==> config.mk <==
export PLATFORM = sky130hd
export DESIGN_NAME = cache_miss_ctrl
export DESIGN_NICKNAME = d
export VERILOG_FILES = /design/src/rtl/cache_miss_ctrl.sv
export SDC_FILE = /design/constraint.sdc
export NUM_CORES = 1
export LEC_CHECK = 0
export CAP_MARGIN = 10
export CORE_MARGIN = 2
export CORE_UTILIZATION = 48
export DETAILED_ROUTE_END_ITERATION = 10
export PLACE_DENSITY = 0.88
export SETUP_SLACK_MARGIN = 0.3
export SLEW_MARGIN = 20
export SYNTH_ARGS = -nofsm -noshare
export SYNTH_HDL_FRONTEND = slang
export SYNTH_SLANG_ARGS = --single-unit
==> constraint.sdc <==
create_clock -name clk -period 5.6 [get_ports clk]
set_input_delay 1.4 -clock clk [delete_from_list [all_inputs] [get_ports clk]]
set_output_delay 1.4 -clock clk [all_outputs]
set_load 0.02 [all_outputs]
==> src/rtl/cache_miss_ctrl.sv <==
// cache_miss_ctrl: miss handling for the 2-way set-associative L1.
// Hits answer in CHECK; misses write back a dirty victim, fill, then replay.
module cache_miss_ctrl #(
    parameter int CNT_W = 16
) (
    input  logic             clk,
    input  logic             reset,
    input  logic             mem_read,
    input  logic             mem_write,
    input  logic [15:0]      mem_address,
    input  logic             hit,
    input  logic             compare0,
    input  logic             compare1,
    input  logic [8:0]       tag0,
    input  logic [8:0]       tag1,
    input  logic             dirty0,
    input  logic             dirty1,
    input  logic             lru_way,
    input  logic             pmem_resp,
    output logic             mem_resp,
    output logic             pmem_read,
    output logic             pmem_write,
    output logic [15:0]      pmem_address,
    output logic             way_sel,
    output logic             fill_sel,
    output logic             load_data0,
    output logic             load_data1,
    output logic             load_tag,
    output logic             set_dirty,
    output logic             load_lru,
    output logic             lru_in,
    output logic [CNT_W-1:0] hit_count,
    output logic [CNT_W-1:0] miss_count,
    output logic [CNT_W-1:0] wb_count
);

    typedef enum logic [1:0] {
        CHECK,
        WRITEBACK,
        FILL
    } state_e;

    localparam logic [CNT_W-1:0] CNT_MAX = '1;

    state_e           state_q, state_d;
    logic             victim_q, victim_d;
    logic             replay_q, replay_d;
    logic [CNT_W-1:0] hit_q, hit_d;
    logic [CNT_W-1:0] miss_q, miss_d;
    logic [CNT_W-1:0] wb_q, wb_d;
    logic             hit_inc, miss_inc, wb_inc;
    logic             req;
    logic             unused_offset;

    assign req           = mem_read | mem_write;
    assign unused_offset = ^mem_address[3:0];

    // Next state, victim/replay tracking and all Mealy array/pmem controls
    always_comb begin
        state_d      = state_q;
        victim_d     = victim_q;
        replay_d     = replay_q;
        hit_inc      = 1'b0;
        miss_inc     = 1'b0;
        wb_inc       = 1'b0;
        mem_resp     = 1'b0;
        pmem_read    = 1'b0;
        pmem_write   = 1'b0;
        pmem_address = 16'h0000;
        way_sel      = 1'b0;
        fill_sel     = 1'b0;
        load_data0   = 1'b0;
        load_data1   = 1'b0;
        load_tag     = 1'b0;
        set_dirty    = 1'b0;
        load_lru     = 1'b0;
        lru_in       = 1'b0;
        unique case (state_q)
            CHECK: begin
                if (req && hit) begin
                    mem_resp = 1'b1;
                    load_lru = 1'b1;
                    lru_in   = compare0;
                    way_sel  = compare1;
                    hit_inc  = ~replay_q;
                    replay_d = 1'b0;
                    if (mem_write) begin
                        load_data0 = ~compare1;
                        load_data1 = compare1;
                        set_dirty  = 1'b1;
                    end
                end else if (req) begin
                    victim_d = lru_way;
                    miss_inc = 1'b1;
                    state_d  = (lru_way ? dirty1 : dirty0) ? WRITEBACK : FILL;
                end
            end
            WRITEBACK: begin
                pmem_write   = 1'b1;
                way_sel      = victim_q;
                pmem_address = {victim_q ? tag1 : tag0, mem_address[6:4], 4'h0};
                if (pmem_resp) begin
                    wb_inc  = 1'b1;
                    state_d = FILL;
                end
            end
            FILL: begin
                pmem_read    = 1'b1;
                way_sel      = victim_q;
                pmem_address = {mem_address[15:4], 4'h0};
                if (pmem_resp) begin
                    load_data0 = ~victim_q;
                    load_data1 = victim_q;
                    fill_sel   = 1'b1;
                    load_tag   = 1'b1;
                    replay_d   = 1'b1;
                    state_d    = CHECK;
                end
            end
            default: state_d = CHECK;
        endcase
    end

    // Saturating performance counter increments
    always_comb begin
        hit_d  = (hit_inc && hit_q != CNT_MAX) ? hit_q + 1'b1 : hit_q;
        miss_d = (miss_inc && miss_q != CNT_MAX) ? miss_q + 1'b1 : miss_q;
        wb_d   = (wb_inc && wb_q != CNT_MAX) ? wb_q + 1'b1 : wb_q;
    end

    // State, victim, replay flag and counter registers
    always_ff @(posedge clk) begin
        if (reset) begin
            state_q  <= CHECK;
            victim_q <= 1'b0;
            replay_q <= 1'b0;
            hit_q    <= '0;
            miss_q   <= '0;
            wb_q     <= '0;
        end else begin
            state_q  <= state_d;
            victim_q <= victim_d;
            replay_q <= replay_d;
            hit_q    <= hit_d;
            miss_q   <= miss_d;
            wb_q     <= wb_d;
        end
    end

    assign hit_count  = hit_q;
    assign miss_count = miss_q;
    assign wb_count   = wb_q;

endmodule

==> metrics.log, run 1 <==
[metrics] capture instance of the worst register-to-register path: wb_count[13]$_SDFFE_PP0P_
[metrics] worst-path fanout max: 8
[metrics] launching element type of the critical path: input pin
[metrics] pre-CTS WS: 0.966 ns
[metrics] Max clock buf depth: 2
[metrics] diodes inserted: 0
[metrics] classification of the worst setup path: in -> out
[metrics] slowest stage cell on the critical path: clkdlybuf4s50_1
[metrics] worst setup slack for register-to-register paths: 3.20 ns
[metrics] cell count of the worst reg-to-reg path: 6
[metrics] cell count of the worst hold path: 2
[metrics] maximum level of the CTS H-tree: 2
[metrics] most numerous cell on the critical path: clkdlybuf4s50_1
[metrics] Clk pin slew, worst setup/hold paths: roughly 0.090 ns
[metrics] Pleak: 1.42 nW
[metrics] antenna violations before repair: 0
[metrics] sequential-to-total area share from yosys stat: 32.9%
[metrics] ordered cell list for the critical path: clkdlybuf4s50_1 -> o211ai_1 -> inv_2 -> a22oi_1 -> nor2_1 -> clkdlybuf4s50_1
[metrics] gate count after technology mapping: 385
[metrics] largest net degree at the start of global routing: 37
[metrics] Overall Global Routing Usage: a little under a quarter
[metrics] Critical path origin: hit
[metrics] hpwl dp: ~6300 um
[metrics] final setup vio count: 0
[metrics] Cell variety after synth: 51
[metrics] max-slew violation total from the final report: 0
[metrics] share of synthesized registers carrying an async set or reset: 0%
[metrics] Detailed Routing Iterations Pass 1: 4
[metrics] reg-to-reg critical path startpoint: state_q[1]$_SDFFE_PP0P_
[metrics] Gates resized, CTS repair: 0
[metrics] buffer cell driving the clock tree root: clkbuf_8
[metrics] CP peak stage delay: 0.62 ns
[metrics] hold path start: wb_count[7]$_SDFFE_PP0P_
[metrics] worst IR drop on VDD: 0.000118 V
[metrics] I/O pin cnt: 120
[metrics] average routed wire per standard cell: ~15 um
[metrics] Hold Crit Endpoint: wb_count[7]$_SDFFE_PP0P_
[metrics] post-synth top area cell: dfxtp_1
[metrics] global-route wire length before repair: ~14000 um
[metrics] setup_tns: 0 ns
[metrics] core area: 0.00635 mm2
[metrics] result of the run: finished clean
[metrics] die area: between 0.007 and 0.008 mm2
[metrics] Sequential Area: 0.00104 mm2
[metrics] final critical delay including setup and external delays: 4.66 ns
[metrics] power density over cell area: about 200 mW/mm2
[metrics] data required time of the critical path: 4.20 ns
[metrics] utilization of the core after routing: 69.0%
[metrics] post-layout net count: between 500 and 600
[metrics] number of enable flip-flop cells after synthesis: 0
[metrics] multi-input combinational cell area: between 0.0015 and 0.002 mm2
[metrics] share of the synthesized area in the top cell type: 32.9%
[metrics] # port buffers: 111
[metrics] initial core utilization: between 40% and 50%
[metrics] # placed instances: 553
[metrics] routed via count: 3348
[metrics] worst-margin pin slew: 0.804 ns
[metrics] area overhead of the layout relative to synthesis: 38.4%
[metrics] chip height: approximately 85 um
[metrics] RSZ-0062 raised after global routing: false
[metrics] count of warnings emitted by yosys: 0
[metrics] reported max-cap violation count: 0
[metrics] kind of cell adding the most delay to the critical path: buffers and inverters
[metrics] Critical Path End Type: output port
[metrics] worst hold slack: 0.508 ns
[metrics] mean cell area of the mapped netlist: 8.22 um2
[metrics] clock insertion delay at the later pin of the skew report: 0.30 ns
[metrics] fin worst setup slack: approximately 0.94 ns
[metrics] remaining number of nets flagged by the antenna check after routing: 0
[metrics] worst min path class: reg -> reg
[metrics] number of synthesized register bits: 52
[metrics] Top FF cell, synth: dfxtp_1
[metrics] achievable clock frequency: 214 MHz
[metrics] clock buffers created by TritonCTS: 5
[metrics] clk sinks: 52
[metrics] count of fill cells added during filler insertion: a little under 500
[metrics] Layout Skew: 0.00806 ns
[metrics] initial detailed-routing violation count: 116
[metrics] hold-fix buffer count after cts: 0
[metrics] share of final-layout standard cells stronger than drive strength 1: 7.85%
[metrics] number of global-route vias before repair: 3126
[metrics] largest cells by area after synthesis: dfxtp_1, mux2_2, a21oi_1, o31ai_1, or4_1
[metrics] routed via count divided by cell count: around 6
[metrics] standard-cell rows: 29
[metrics] final routed DRC violation total: 0
[metrics] final cell count without fillers: between 500 and 600
[metrics] width of the chip: 85.2 um
[metrics] routability cong.: slightly below 0.8
[metrics] sum of overflow across all layers after global routing: 0
[metrics] tightest slew margin relative to the limit: 46.0%
[metrics] final worst path period share: between 80% and 90%
[metrics] TritonCTS clock tree: built
[metrics] critical path arrival: 3.26 ns
[metrics] post-CTS repair timing setup buffer count: 0
[metrics] total standard cell area after synthesis: 0.00317 mm2
[metrics] buffer and inverter count on the worst path: 3
[metrics] Final Hold Vio Count: 0
[metrics] Detailed Route WL: 8600 um
[cell type report]
class / instances / share of cell area, %
Clock buffer: 6 / 1.88
Timing Repair Buffer: 112 / 25.4
Clock inverter: 2 / 0.885
Tap cell: 77 / 2.20
Sequential cell: 52 / 23.8
Multi-Input combinational cell: 294 / 44.3
Inverter: 18 / 1.54
[through the flow]
step | total power (W) | instance area, um2
floorplan | 0.000513 | 3180
global placement | 0.000595 | 4260
detailed placement | 0.000600 | 4260
CTS | 0.000872 | 4380
global route | 0.000905 | 4380
finish | 0.000865 | 4380
[worst reg2reg max path: stages (launching register included)]
cell and delay, ns:
dfxtp_1 0.35, inv_1 0.10, ha_1 0.56, and4_1 0.32, nand4_1 0.29, or4_1 0.59
a21oi_1 0.14
[per-layer routing]
metal / vias up / global-route usage [%] / routed length, um / part of all wire (%)
met2: 103 / 40.3 / 4430 / 51
met5: - / 0 / 0 / 0
li1: 1642 / - / - / -
met3: 8 / 5.06 / 412 / 4.8
met1: 1595 / 28.1 / 3710 / 43
met4: 0 / 5.19 / 53 / 0.62
[where the power goes]
part	total [W]	internal (W)	leakage, nW	switching (W)
Clock	0.000272	0.000146	0.0614	0.000126
Combinational	0.000206	0.000101	0.944	0.000105
Sequential	0.000388	0.000377	0.420	0.0000109
Total	0.000865	0.000624	1.42	0.000241
[synthesized netlist by cell type (4+ instances only)]
library cell / n
inv_1: 17
dfxtp_1: 52
nand4_1: 17
nor2_1: 24
buf_4: 7
o31ai_1: 19
and2_1: 6
nand2_1: 25
nor3_1: 9
and4_1: 8
ha_1: 7
nor2b_1: 17
nor4_1: 4
mux2_2: 18
a21oi_1: 37
a22oi_1: 10
nand3_1: 11
o21ai_0: 11
or4_1: 18
clkbuf_1: 12
or3_1: 10
a211oi_1: 9
[sequential cells by signal (all words and copies together) (netlist names)]
register and flops:
victim_q 1, wb_count 16, replay_q 1, state_q 2
hit_count 16, miss_count 16
[logic make-up after synthesis]
group	after synthesis	synth area share, %
buffers and inverters	42	6.13
other	1	0.118
DFF	52	32.9
AOI/OAI and AO/OA	101	20.6
adders and majority gates	7	2.77
and+or+nand+nor	163	30.8
muxes	19	6.72
[cells in the final DEF, fill, tap and decap left out, types with 7 or more instances in the layout]
cell and instances:
ha_1 7, o31ai_1 19, nor2b_1 17, a211oi_1 9
dfxtp_1 52, or4_1 18, nand3_1 11, a22oi_1 10
clkdlybuf4s50_1 110, inv_1 17, and4_1 8, nor2_1 24
or3_1 10, mux2_2 18, o21ai_0 11, nand2_1 25
nor3_1 9, nand4_1 17, a21oi_1 37
[how the worst max path moves through the flow]
stage                   end  cells past startpoint
CTS                 way_sel                      6
global route        way_sel                      6
detailed placement  way_sel                      6
global placement    way_sel                      6
finish              way_sel                      6
floorplan           way_sel                      4
(Power assumes the default switching activity.)
==> run 2, diff against run 1 <==
--- a/config.mk
+++ b/config.mk
@@ -7,9 +7,9 @@
 export LEC_CHECK = 0
 export CAP_MARGIN = 10
 export CORE_MARGIN = 2
-export CORE_UTILIZATION = 48
+export CORE_UTILIZATION = 45
 export DETAILED_ROUTE_END_ITERATION = 10
-export PLACE_DENSITY = 0.88
+export PLACE_DENSITY = 0.84
 export SETUP_SLACK_MARGIN = 0.3
 export SLEW_MARGIN = 20
 export SYNTH_ARGS = -nofsm -noshare
==> constraint.sdc (replaced) <==
create_clock -name clk -period 4.3 [get_ports clk]
set_input_delay 1.075 -clock clk [delete_from_list [all_inputs] [get_ports clk]]
set_output_delay 1.075 -clock clk [all_outputs]
set_load 0.02 [all_outputs]
==> run 2 against run 1 <==
Worst setup slack lost 0.47 ns. Clock skew grew 0.00088 ns. Cell count grew 3.4%. First-iteration DRC count grew 27%. Die area grew 6.3%. Hold slack gained 0.0042 ns. Core utilization shrank 4.1 points. Sequential power grew 30%. Total power grew 31%. Wire length shrank 0.37%. Sequential share of layout area shrank 0.17 points. Combinational power grew 28%. Largest cell class unchanged.
==> metrics.log, run 2 (same netlist as run 1, synthesis figures left out) <==
[metrics] result of the run: finished clean
[metrics] worst min path class: reg -> reg
[metrics] average routed wire per standard cell: between 10 and 15 um
[metrics] classification of the worst setup path: in -> out
[metrics] critical path arrival: 2.76 ns
[metrics] core area: ~0.0068 mm2
[metrics] net switching fraction of the power: 27.0%
[metrics] chip height: 87.9 um
[metrics] most common cell after layout, fill and taps aside: clkdlybuf4s50_1
[metrics] hold path start: state_q[0]$_SDFFE_PP0P_
[metrics] antenna violations before repair: 0
[metrics] final routed DRC violation total: 0
[metrics] Critical Path End Type: output port
[metrics] clock buffers created by TritonCTS: 5
[metrics] Layout Skew: about 0.0089 ns
[metrics] Hold Crit Endpoint: state_q[0]$_SDFFE_PP0P_
[metrics] cell count of the worst hold path: 2
[metrics] sum of overflow across all layers after global routing: 0
[metrics] TritonCTS clock tree: built
[metrics] routability cong.: between 0.7 and 0.8
[metrics] standard-cell rows: 30
[metrics] logic gate share of total power: roughly a quarter
[metrics] post-layout net count: roughly 540
[metrics] remaining number of nets flagged by the antenna check after routing: 0
[metrics] # port buffers: 111
[metrics] clk sinks: 52
[metrics] Max clock buf depth: 2
[metrics] net switching power figure: 0.000307 W
[metrics] I/O pin cnt: 120
[metrics] hpwl dp: 6270 um
[metrics] global-route wire length before repair: 13500 um
[metrics] share of final-layout standard cells stronger than drive strength 1: a little under 8%
[metrics] final critical delay including setup and external delays: 3.83 ns
[metrics] power density over cell area: 257 mW/mm2
[metrics] largest net degree at the start of global routing: 44
[metrics] Final Hold Vio Count: 0
[metrics] launching element type of the critical path: input pin
[metrics] width of the chip: 87.9 um
[metrics] achievable clock frequency: 261 MHz
[metrics] routed via count: 3323
[metrics] setup_tns: 0 ns
[metrics] final worst path period share: 89.1%
[metrics] most frequent cells in the layout: clkdlybuf4s50_1, dfxtp_1, a21oi_1
[metrics] number of global-route vias before repair: roughly 3000
[metrics] post-CTS repair timing setup buffer count: 0
[metrics] reported max-cap violation count: 0
[metrics] sequential share of power: 44.5%
[metrics] cell count of the worst reg-to-reg path: 7
[metrics] initial detailed-routing violation count: 147
[metrics] clock insertion delay at the later pin of the skew report: ~0.30 ns
[metrics] data required time of the critical path: 3.22 ns
[metrics] Pleak: 1.44 nW
[metrics] capture instance of the worst register-to-register path: hit_count[15]$_SDFFE_PP0P_
[metrics] die area: 0.00772 mm2
[metrics] Overall Global Routing Usage: 21.1%
[metrics] max-slew violation total from the final report: 0
[metrics] Clk pin slew, worst setup/hold paths: 0.09 ns
[metrics] diodes inserted: 0
[metrics] area overhead of the layout relative to synthesis: 39.4%
[metrics] tightest slew margin relative to the limit: 47.0%
[metrics] total chip power: 0.00113 W
[metrics] internal power summed over all cells: approximately 0.00083 W
[metrics] RSZ-0062 raised after global routing: false
[metrics] worst setup slack for register-to-register paths: just under 2 ns
[metrics] routed via count divided by cell count: about 5.7
[metrics] maximum level of the CTS H-tree: 2
[metrics] buffer cell driving the clock tree root: clkbuf_8
[metrics] worst IR drop on VDD: around 0.00015 V
[metrics] Detailed Routing Iterations Pass 1: 4
[metrics] reg-to-reg critical path startpoint: state_q[0]$_SDFFE_PP0P_
[metrics] worst-path fanout max: 8
[metrics] Detailed Route WL: 8570 um
[metrics] worst-margin pin slew: 0.796 ns
[metrics] clock network fraction of total power: approximately a third
[metrics] final setup vio count: 0
[metrics] initial core utilization: ~47%
[run 2: changes by cell type in the layout (fill, tap and decap cells not counted), sizes merged]
cell,delta
clkdlybuf4s50,-1
dlymetal6s2s,+1
clkinv,-1
clkbuf,+1
[run 2: critical path: stages]
cell and delay [ns]:
clkdlybuf4s50_1 0.58, o211ai_1 0.18, inv_2 0.17, and2_1 0.14
clkdlybuf4s50_1 0.60
[run 2: power groups by stage]
stage	sequential, W	combinational, W	clock [W]
after floorplan	0.000516	0.000152	0
after global placement	0.000515	0.000260	0
after detailed placement	0.000515	0.000263	0
after CTS	0.000504	0.000265	0.000374
after global routing	0.000506	0.000286	0.000389
final	0.000504	0.000264	0.000366
[run 2: repair_timing]
item | 4_1_cts | 5_1_grt
hold buffers | 0 | 0
endpoints found under the setup margin | 0 | 1
gates resized for setup | 0 | 1
[run 2: how the worst max path moves through the flow]
stage / start / to / slack, ns / cells after the start
after floorplan: mem_write / way_sel / 1.45 / 4
after global placement: hit / way_sel / 0.39 / 6
after detailed placement: hit / way_sel / 0.39 / 6
after CTS: hit / way_sel / 0.38 / 6
after global routing: hit / lru_in / 0.32 / 5
final: hit / lru_in / 0.47 / 5
[run 2: final cells by class]
class | count | area (um2)
inverters | 18 | 67.6
clock buffers | 7 | 96.3
clock inverters | 1 | 30.0
repair buffers | 112 | 1120
well taps | 96 | 120
multi-input cells | 294 | 1940
fillers | 607 | 2380
flip-flops and latches | 52 | 1040
[run 2: per-layer routing]
| layer | vias to the layer above | part of all wire [%] | GRT usage (%) |
|---|---|---|---|
| met5 | - | 0 | 0 |
| met4 | 0 | 0.72 | 5.31 |
| met3 | 8 | 3.6 | 3.86 |
| met2 | 70 | 52 | 36.7 |
| met1 | 1590 | 44 | 27.1 |
| li1 | 1655 | - | - |
[run 2: metrics by stage]
stage / instances / hold WS [ns] / utilization [%] / worst slack (ns) / instance area, um2
2_1_floorplan: 388 / 0.480 / - / 1.45 / 3180
3_3_place_gp: 572 / 0.478 / 63.1 / 0.392 / 4280
3_5_place_dp: 572 / 0.496 / 63.1 / 0.392 / 4280
4_1_cts: 580 / 0.510 / 64.9 / 0.379 / 4410
5_1_grt: 580 / 0.550 / 65.0 / 0.317 / 4410
6_report: 580 / 0.513 / 65.0 / 0.469 / 4410
==> run 3, diff against run 2 <==
--- a/config.mk
+++ b/config.mk
@@ -7,11 +7,12 @@
 export LEC_CHECK = 0
 export CAP_MARGIN = 10
 export CORE_MARGIN = 2
-export CORE_UTILIZATION = 45
+export CORE_UTILIZATION = 48
 export DETAILED_ROUTE_END_ITERATION = 10
-export PLACE_DENSITY = 0.84
+export PLACE_DENSITY = 0.88
 export SETUP_SLACK_MARGIN = 0.3
 export SLEW_MARGIN = 20
 export SYNTH_ARGS = -nofsm -noshare
 export SYNTH_HDL_FRONTEND = slang
 export SYNTH_SLANG_ARGS = --single-unit
+export TNS_END_PERCENT = 30
==> constraint.sdc (replaced) <==
create_clock -name clk -period 4.5 [get_ports clk]
set_input_delay 1.125 -clock clk [delete_from_list [all_inputs] [get_ports clk]]
set_output_delay 1.125 -clock clk [all_outputs]
set_load 0.02 [all_outputs]
==> run 3 against run 2 <==
Combinational power shrank 3%. Register-to-register slack improved by 0.16 ns. Total power is 5.8% lower. Sequential share of layout area is 0.20 points higher. Cell count is 3.3% lower. Sequential cell count unchanged. Sequential power is 4.4% lower. Clock skew decreased by 0.0020 ns. Wire length up 1.1%. Largest power group unchanged.
==> metrics.log, run 3 (same netlist as run 1, synthesis figures left out) <==
[metrics] initial core utilization: about 50%
[metrics] reg-to-reg critical path startpoint: state_q[1]$_SDFFE_PP0P_
[metrics] count of fill cells added during filler insertion: between 500 and 600
[metrics] hpwl dp: 6390 um
[metrics] chip height: 85.2 um
[metrics] achievable clock frequency: 244 MHz
[metrics] Detailed Route WL: 8670 um
[metrics] clock buffers created by TritonCTS: 5
[metrics] reported max-cap violation count: 0
[metrics] max-slew violation total from the final report: 0
[metrics] core area: 0.00635 mm2
[metrics] worst IR drop on VDD: 0.000162 V
[metrics] worst min path class: reg -> reg
[metrics] average routed wire per standard cell: 15.4 um
[metrics] hold-fix buffer count after cts: 0
[metrics] number of global-route vias before repair: 3279
[metrics] Design Area, Final: approximately 0.0044 mm2
[metrics] classification of the worst setup path: in -> out
[metrics] worst-path fanout max: 8
[metrics] TritonCTS clock tree: built
[metrics] critical path arrival: 2.98 ns
[metrics] diodes inserted: 0
[metrics] power density over cell area: 244 mW/mm2
[metrics] final critical delay including setup and external delays: 4.10 ns
[metrics] clock insertion delay at the later pin of the skew report: roughly 0.31 ns
[metrics] cell count of the worst reg-to-reg path: 6
[metrics] data required time of the critical path: 3.38 ns
[metrics] global-route wire length before repair: 14500 um
[metrics] result of the run: finished clean
[metrics] routed via count: between 3000 and 4000
[metrics] tightest slew margin relative to the limit: 44.6%
[metrics] RSZ-0062 raised after global routing: false
[metrics] worst setup slack for register-to-register paths: 2.11 ns
[metrics] hold path start: wb_count[7]$_SDFFE_PP0P_
[metrics] Max clock buf depth: 2
[metrics] Critical path origin: hit
[metrics] Placed Instance Area: 0.00426 mm2
[metrics] remaining number of nets flagged by the antenna check after routing: 0
[metrics] Layout Skew: 0.00691 ns
[metrics] most common cell after layout, fill and taps aside: clkdlybuf4s50_1
[metrics] maximum level of the CTS H-tree: 2
[metrics] Detailed Routing Iterations Pass 1: 4
[metrics] Overall Global Routing Usage: 23.5%
[metrics] # port buffers: 111
[metrics] cell count of the worst hold path: 2
[metrics] clk sinks: 52
[metrics] Critical Path End Type: output port
[metrics] standard-cell rows: 29
[metrics] launching element type of the critical path: input pin
[metrics] sum of overflow across all layers after global routing: 0
[metrics] largest net degree at the start of global routing: 36
[metrics] Hold Crit Endpoint: wb_count[7]$_SDFFE_PP0P_
[metrics] antenna violations before repair: 0
[metrics] Clk pin slew, worst setup/hold paths: 0.10 ns
[metrics] I/O pin cnt: 120
[metrics] share of final-layout standard cells stronger than drive strength 1: 7.85%
[metrics] setup_tns: 0 ns
[metrics] Pleak: 1.42 nW
[metrics] final worst path period share: 91.2%
[metrics] final setup vio count: 0
[metrics] post-layout net count: about 540
[metrics] post-CTS repair timing setup buffer count: 0
[metrics] most frequent cells in the layout: clkdlybuf4s50_1, dfxtp_1, a21oi_1
[metrics] Gates resized, CTS repair: 0
[metrics] die area: 0.00726 mm2
[metrics] buffer cell driving the clock tree root: clkbuf_8
[metrics] worst-margin pin slew: 0.825 ns
[metrics] routability cong.: 0.794
[metrics] Final Hold Vio Count: 0
[metrics] capture instance of the worst register-to-register path: wb_count[9]$_SDFFE_PP0P_
[metrics] initial detailed-routing violation count: 115
[metrics] routed via count divided by cell count: 5.93
[metrics] width of the chip: 85.2 um
[metrics] final routed DRC violation total: 0
[metrics] area overhead of the layout relative to synthesis: 38.2%
-- run 3: cell count changes in the layout (fill, tap and decap cells not counted), sizes merged --
| cell | delta |
|---|---|
| inv | +1 |
| clkbuf | -2 |
| clkinv | +1 |
| clkdlybuf4s50 | +1 |
| dlymetal6s2s | -1 |
-- run 3: final cells by class --
class / instances / area, um2 / area share (%)
clock buffer: 5 / 68.8 / 1.57
clock inverter: 3 / 46.3 / 1.06
inverter: 18 / 67.6 / 1.54
multi-input combinational: 294 / 1940 / 44.4
sequential: 52 / 1040 / 23.8
tap: 77 / 96.3 / 2.20
timing repair buffer: 112 / 1110 / 25.5
-- run 3: stage by stage --
stage	power [W]	std cells	hold slack [ns]	worst slack [ns]	util (%)
3_5_place_dp	0.000748	553	0.494	0.436	67.1
4_1_cts	0.00107	561	0.509	0.416	68.9
3_3_place_gp	0.000740	553	0.482	0.437	67.1
2_1_floorplan	0.000639	388	0.480	1.55	-
5_1_grt	0.00112	561	0.542	0.308	68.9
6_report	0.00107	561	0.506	0.398	68.9
-- run 3: where the power goes --
part | leakage (nW) | internal, W | switching, W
clock | 0.0600 | 0.000169 | 0.000162
combinational | 0.944 | 0.000126 | 0.000130
sequential | 0.420 | 0.000469 | 0.0000136
-- run 3: worst max-delay path by stage --
stage | end | depth (start not counted)
floorplan | way_sel | 4
global placement | way_sel | 6
detailed placement | way_sel | 6
CTS | way_sel | 6
global route | way_sel | 6
finish | way_sel | 6
-- run 3: layer usage --
| layer | GRT usage [%] | wire [um] |
|---|---|---|
| met5 | 0 | 0 |
| met4 | 5.63 | 84 |
| met3 | 5.74 | 445 |
| met2 | 42.0 | 4470 |
| met1 | 28.3 | 3670 |
-- run 3: critical path, cell delays in order --
cell,delay [ns]
clkdlybuf4s50_1,0.62
o211ai_1,0.20
inv_2,0.17
a22oi_1,0.09
nor2_1,0.13
clkdlybuf4s50_1,0.62
